===== src/rtl/regfile_pkg.sv =====
// Shared constants and helpers for the scoreboarded register file.
package regfile_pkg;

    localparam int DATA_W_DEF = 32;
    localparam int ADDR_W_DEF = 3;
    localparam int N_RD_DEF   = 2;

    // Bit offset of a read port's field inside a packed per-port bus.
    function automatic int port_lsb(input int port, input int width);
        return port * width;
    endfunction

endpackage


===== src/rtl/reg_scoreboard.sv =====
// Busy-bit scoreboard: one bit per register.
// An issue sets the bit. A writeback clears it. Issue wins when both target the same register.
module reg_scoreboard
    import regfile_pkg::*;
#(
    parameter int DEPTH     = 8,
    parameter int ADDR_W    = ADDR_W_DEF,
    parameter int HOLD_ZERO = 0
) (
    input  logic              clk,
    input  logic              rst,
    input  logic              iss_en,
    input  logic [ADDR_W-1:0] iss_addr,
    input  logic              clr_en,
    input  logic [ADDR_W-1:0] clr_addr,
    output logic [DEPTH-1:0]  busy_vec
);

    logic [DEPTH-1:0] busy_q;
    logic [DEPTH-1:0] busy_d;

    // Next state per bit: set on issue, else clear on writeback, else hold.
    always_comb begin
        busy_d = busy_q;
        for (int i = 0; i < DEPTH; i++) begin
            if (iss_en && iss_addr == ADDR_W'(i)) begin
                busy_d[i] = 1'b1;
            end else if (clr_en && clr_addr == ADDR_W'(i)) begin
                busy_d[i] = 1'b0;
            end
        end
        if (HOLD_ZERO != 0) begin
            busy_d[0] = 1'b0;
        end
    end

    // Scoreboard state register; reset drops every pending bit.
    always_ff @(posedge clk) begin
        if (rst) begin
            busy_q <= '0;
        end else begin
            busy_q <= busy_d;
        end
    end

    assign busy_vec = busy_q;

endmodule


===== src/rtl/reg_file_sb.sv =====
// Register file with two write ports, N_RD combinational read ports,
// optional write-to-read bypass, optional hard-wired zero register,
// and a busy scoreboard.
module reg_file_sb
    import regfile_pkg::*;
#(
    parameter int DATA_W   = DATA_W_DEF,
    parameter int ADDR_W   = ADDR_W_DEF,
    parameter int N_RD     = N_RD_DEF,
    parameter int ZERO_REG = 0,
    parameter int BYPASS   = 1
) (
    input  logic                     clk,
    input  logic                     rst,
    input  logic [N_RD*ADDR_W-1:0]   rd_addr,
    output logic [N_RD*DATA_W-1:0]   rd_data,
    output logic [N_RD-1:0]          rd_busy,
    input  logic                     wa_en,
    input  logic [ADDR_W-1:0]        wa_addr,
    input  logic [DATA_W-1:0]        wa_data,
    input  logic                     wb_en,
    input  logic [ADDR_W-1:0]        wb_addr,
    input  logic [DATA_W-1:0]        wb_data,
    input  logic                     iss_en,
    input  logic [ADDR_W-1:0]        iss_addr,
    output logic [(2**ADDR_W)-1:0]   busy_vec
);

    localparam int DEPTH = 2 ** ADDR_W;

    logic [DATA_W-1:0] mem_q [DEPTH];
    logic [DATA_W-1:0] mem_d [DEPTH];

    // Next register contents: port B is applied last so it wins a same-address collision.
    always_comb begin
        mem_d = mem_q;
        if (wa_en) begin
            mem_d[wa_addr] = wa_data;
        end
        if (wb_en) begin
            mem_d[wb_addr] = wb_data;
        end
        if (ZERO_REG != 0) begin
            mem_d[0] = '0;
        end
    end

    // Register storage; needs a full clear on reset, so it is flops rather than RAM.
    always_ff @(posedge clk) begin
        if (rst) begin
            for (int i = 0; i < DEPTH; i++) begin
                mem_q[i] <= '0;
            end
        end else begin
            mem_q <= mem_d;
        end
    end

    reg_scoreboard #(
        .DEPTH     (DEPTH),
        .ADDR_W    (ADDR_W),
        .HOLD_ZERO (ZERO_REG)
    ) u_sb (
        .clk      (clk),
        .rst      (rst),
        .iss_en   (iss_en),
        .iss_addr (iss_addr),
        .clr_en   (wa_en),
        .clr_addr (wa_addr),
        .busy_vec (busy_vec)
    );

    for (genvar gi = 0; gi < N_RD; gi++) begin : g_rd
        logic [ADDR_W-1:0] addr;
        logic [DATA_W-1:0] data;

        assign addr = rd_addr[port_lsb(gi, ADDR_W) +: ADDR_W];

        // Read mux: port B bypass, then port A bypass, then stored value.
        // The zero register overrides all of them.
        always_comb begin
            data = mem_q[addr];
            if (BYPASS != 0) begin
                if (wb_en && wb_addr == addr) begin
                    data = wb_data;
                end else if (wa_en && wa_addr == addr) begin
                    data = wa_data;
                end
            end
            if (ZERO_REG != 0 && addr == '0) begin
                data = '0;
            end
        end

        assign rd_data[port_lsb(gi, DATA_W) +: DATA_W] = data;
        // Busy comes from registered scoreboard state only.
        assign rd_busy[gi] = busy_vec[addr];
    end

endmodule

===== config.mk =====
export PLATFORM = sky130hd
export DESIGN_NAME = reg_file_sb
export DESIGN_NICKNAME = d
export VERILOG_FILES = /design/src/rtl/regfile_pkg.sv /design/src/rtl/reg_scoreboard.sv /design/src/rtl/reg_file_sb.sv
export SDC_FILE = /design/constraint.sdc
export NUM_CORES = 1
export LEC_CHECK = 0
export ABC_AREA = 0
export CORE_ASPECT_RATIO = 1.5
export CORE_MARGIN = 4
export CORE_UTILIZATION = 60
export CTS_CLUSTER_SIZE = 28
export DETAILED_ROUTE_END_ITERATION = 8
export DONT_BUFFER_PORTS = 1
export MAX_ROUTING_LAYER = met4
export PLACE_DENSITY = 0.76
export REMOVE_ABC_BUFFERS = 1
export SLEW_MARGIN = 20
export SYNTH_ARGS = -nofsm -noshare
export SYNTH_HDL_FRONTEND = slang
export SYNTH_SLANG_ARGS = --single-unit

===== constraint.sdc =====
create_clock -name clk -period 4 [get_ports clk]
set_input_delay 1.2 -clock clk [delete_from_list [all_inputs] [get_ports clk]]
set_output_delay 1.2 -clock clk [all_outputs]
set_load 0.05 [all_outputs]

Yosys cells after proc, flatten, opt, wreduce, memory -nomap -nowiden
Index checks and enable logic that the tools add are counted.
{"block": "word_totals", "in_bits": 84, "ff_bits": 264, "wordCells": 116}
{"block": "op_classes", "n_bitwise": 4, "mux": 38, "order_cmp": 8, "reduce_logical": 32, "eq_ne": 18}
{"cell": "256-bit bitwise mux", "n": 2}
{"cell": "256-bit 2-to-1 mux", "n": 2}
{"cell": "32-bit 2-to-1 mux", "n": 10}
{"cell": "32-bit binary-select mux with 3-bit select", "n": 2}
{"cell": "32-bit demux with 3-bit select", "n": 2}
{"cell": "3-bit equality test (second input constant)", "n": 8}
{"cell": "1-bit logical AND", "n": 22}
{"cell": "1-bit 2-to-1 mux", "n": 18}
{"cell": "4-bit greater-or-equal comparator (second input constant)", "n": 4}
{"cell": "3-bit NOT with 4-bit output", "n": 4}
{"cell": "2-bit nonzero test", "n": 8}
{"cell": "3-bit by 2-bit equality test with 1-bit output (second input constant)", "n": 4}
{"cell": "3-bit equality test", "n": 4}
{"cell": "3-bit by 4-bit less-than comparator with 1-bit output (second input constant)", "n": 2}
{"cell": "4-bit by 1-bit less-than comparator with 1-bit output (second input constant)", "n": 2}
{"cell": "1-bit binary-select mux with 3-bit select", "n": 2}
{"cell": "3-bit by 1-bit equality test with 1-bit output (second input constant)", "n": 2}
{"cell": "3-bit zero test", "n": 2}

Logic depth before layout (Yosys ltp)
{"block": "logic_depth", "depth_word": 9, "mapped_depth": 8}

By module
From an unflattened synthesis, not the netlist that was laid out.
{"block": "hier_totals", "hier_cells": 1806, "area_unflattened_um2": 17853.4}
{"mod": "reg_file_sb", "cells_each": 1765, "seq_area_each_um2": 5124.9, "n_inst": 1, "area_each_um2": 17435.5}
{"mod": "reg_scoreboard", "cells_each": 41, "seq_area_each_um2": 160.2, "n_inst": 1, "area_each_um2": 417.9}

Worst setup path after synthesis
No wires, ideal clock.
{"block": "synth_timing", "path_kind": "input port to output port", "start": "in wa_addr[2]", "end": "out rd_data[11]", "stages": 7, "path_slack_ns": -0.560, "arrival_time_ns": 3.360, "cell_sequence": "buf_4 -> xnor2_1 -> and4_1 -> buf_2 -> buf_2 -> a211oi_2 -> o31ai_1"}
{"block": "synth_via", "elab_chain_len": 4}
{"item": "from (decl)", "line_no": "reg_file_sb.sv:19", "rtl": "input logic [ADDR_W-1:0] wa_addr,"}
{"item": "3-bit equality test", "line_no": "reg_file_sb.sv:86", "rtl": "end else if (wa_en && wa_addr == addr) begin"}
{"item": "1-bit logical AND", "line_no": "reg_file_sb.sv:86"}
{"item": "32-bit 2-to-1 mux", "line_no": "reg_file_sb.sv:86"}
{"item": "32-bit 2-to-1 mux", "line_no": "reg_file_sb.sv:84", "rtl": "if (wb_en && wb_addr == addr) begin"}
{"item": "to (decl)", "line_no": "reg_file_sb.sv:16", "rtl": "output logic [N_RD*DATA_W-1:0] rd_data,"}
Every way passes these cells.

Final worst setup path
{"block": "layout_timing", "start": "in rd_addr[4]", "end": "out rd_data[48]"}
{"block": "layout_via", "elab_chain_len": 6, "elab_cells_between_ends": 10, "cone_classes": "eq/ne: 2; mux: 5; bitwise: 1; reduce/logical: 2"}
{"item": "from (decl)", "line_no": "reg_file_sb.sv:15", "rtl": "input logic [N_RD*ADDR_W-1:0] rd_addr,"}
{"item": "3-bit NOT with 4-bit output (not written as such)", "line_no": "reg_file_sb.sv:82", "rtl": "data = mem_q[addr];"}
{"item": "32-bit binary-select mux with 3-bit select", "line_no": "reg_file_sb.sv:82"}
{"item": "32-bit 2-to-1 mux (not written as such) (2 in a row)", "line_no": "reg_file_sb.sv:82"}
{"item": "32-bit 2-to-1 mux", "line_no": "reg_file_sb.sv:86"}
{"item": "32-bit 2-to-1 mux *", "line_no": "reg_file_sb.sv:84"}
Every way passes the cells marked *; elsewhere a longest branch is shown, timed or not. The select of a mux whose other input is x is not followed.

==> metrics <==
Die H=218 um; CTS HTree Levels=1; Overall Power=6610 uW; clock-pin slew on the worst setup and hold paths=0.06 ns; ANT nets after route=0; Starting Density=61.1%; post-layout minimum cycle time=3.89 ns; critical path class=primary input to output port; sequential element share of the synthesized area=29.9%; final core utilization=65.0%; CTS max path bufs=3; number of synthesized flops with an enable pin=0; endpoint type of the worst setup path=output port; worst slew pin tran=0.899 ns; Worst EP arrival=2.69 ns; DR vias=14,800; diode count=0; final setup vio count=0; Critical Path, Cell by Cell=xnor2_1 > and4_2 > buf_12 > a211oi_2 > o31ai_2 > buf_4; Synth top area share=29.9%; Setup crit start kind=primary input; number of global-route vias before repair=15,000; ys async rst share=0%; total CTS buffers=26; I/O Buffers=0; mean area per synthesized cell=9.80 um2; DR vias/cell=7.09; final period utilization=97.2%; FP Rows=76; cell count after synthesis=1,802; die width=148 um; # clock sinks=264; RSZ-0062 raised after global routing=no; fillcell total=2,319; layout cells sized above 1=23.9%; DRT Pass-1 Iters=5; Worst path slowest cell=o31ai_2; die footprint=0.0323 mm2; CP top delay family=buffers and inverters; Clock Skew=0 ns; Max Slew Vio Count=0; post-cts hold buffer count=0; worst vdd ir=354 uV; register area=0.00529 mm2; drt drc=0; minimum hold slack=0.571 ns; pwr dens=352 mW/mm2; setup bufs post-CTS=0; Multi-input gate area=0.0114 mm2; TritonCTS clock tree=yes; cell with the most instances after synthesis=nor2_1; fmax=257 MHz; WL final=52,600 um; Buf/Inv on CP=2; top area cells in the synthesized netlist=dfxtp_1, mux4_2, mux2i_1, a211oi_1, nor2_1; Crit path largest cell delay=0.34 ns; Placer Congestion=0.823; commonest cells in the netlist=nor2_1, a211oi_1, dfxtp_1; initial antenna violation count=0; Top FF cell, synth=dfxtp_1; post-cts resize count=0; P&R area growth vs syn=6.42%; first-pass GRT wire length=82,800 um; worst skew pair latency=0.52 ns; P_leak=0.00708 uW; Core ar.=0.0289 mm2; final hold viol count=0; largest net degree at the start of global routing=265; relative slew slack=39.8%; CP required=2.80 ns; Synth warnings=0; synthesized flop and latch total=264; Routed WL per cell=25.2 um; Yosys top cell by area=dfxtp_1; Netlist cell types=30; Root Buffer=clkbuf_16; Max-Cap Viols=0; GRT Total Usage=32.6%; # IOs=158; worst-path fanout max=68; post-route setup slack=0.112 ns; Layout Nets=1,763; grt total ovfl=0; Place WS=0.198 ns; result of the run=complete, no violations; Hold Path Class=flop to flop; synthesized area=0.0177 mm2; Detail Placement HPWL=29,700 um; Starting DRT DRC Count=1,544
-- where the power goes --
group / switching, uW / leakage (uW) / internal [uW]
Clock: 1070 / 0.000415 / 1400
Sequential: 106 / 0.00215 / 2760
Combinational: 702 / 0.00451 / 572
Total: 1880 / 0.00708 / 4730
-- area by class of cell --
| cell class | count | area share (%) |
|---|---|---|
| Multi-Input combinational cell | 1287 | 60.5 |
| Clock inverter | 6 | 0.293 |
| Sequential cell | 264 | 28.1 |
| Timing Repair Buffer | 100 | 4.39 |
| Clock buffer | 38 | 4.13 |
| Tap cell | 390 | 2.60 |
-- logic make-up after synthesis --
group / share of synthesized area (%)
DFF: 29.9
AOI/OAI and AO/OA: 18.4
buffers and inverters: 7.53
xor gates and xnor gates: 0.595
muxes: 31.5
and+or+nand+nor: 12.1
-- cells in the final DEF, fill, tap and decap left out, drive strengths merged --
master    n
a211oi  320
a21oi     5
a32oi     3
and4      4
buf     100
bufinv    1
clkbuf   38
clkinv    5
dfxtp   264
mux2      2
mux2i   256
mux4    132
nand2    72
nand2b    5
nand3     5
nand4     5
nand4b    3
nor2    325
nor2b    70
nor3      2
nor3b     2
o31ai    64
xnor2    12
-- worst min-delay path: cells and delay by family, from the launching register on --
family | cells | cell delay [ns]
flip-flops | 1 | 0.32
multiplexers | 1 | 0.12
AO/OA/AOI/OAI | 1 | 0.08
-- final timing paths --
check / start / endpoint / slack, ns / depth (start not counted)
hold / removal: mem_q[233]$_SDFF_PP0_ / mem_q[233]$_SDFF_PP0_ / 0.57 / 2
setup / recovery: rd_addr[4] / rd_data[48] / 0.11 / 6
hold reg to reg: mem_q[233]$_SDFF_PP0_ / mem_q[233]$_SDFF_PP0_ / 0.57 / 2
setup reg to reg: u_sb.busy_vec[2]$_SDFFE_PP0P_ / u_sb.busy_vec[2]$_SDFFE_PP0P_ / 2.96 / 2
-- registers in the layout, summed over array words and instances (netlist names) --
| register | flops |
|---|---|
| mem_q | 256 |
| u_sb.busy_vec | 8 |
-- layer usage --
metal | vias up | share of wire (%) | global-route usage, %
met4 | 0 | 4.3 | 12.9
met1 | 7305 | 37 | 40.2
met2 | 847 | 49 | 54.2
met3 | 179 | 9.2 | 4.87
met5 | - | 0 | -
li1 | 6450 | - | -
-- metrics by stage --
stage,cell area (um2),TNS [ns],instances
2_1_floorplan,16300,-101.55,1551
3_3_place_gp,18000,0,2041
3_5_place_dp,18000,0,2041
4_1_cts,18800,0,2085
5_1_grt,18800,0,2085
6_report,18800,0,2085
(Power assumes the default switching activity.)
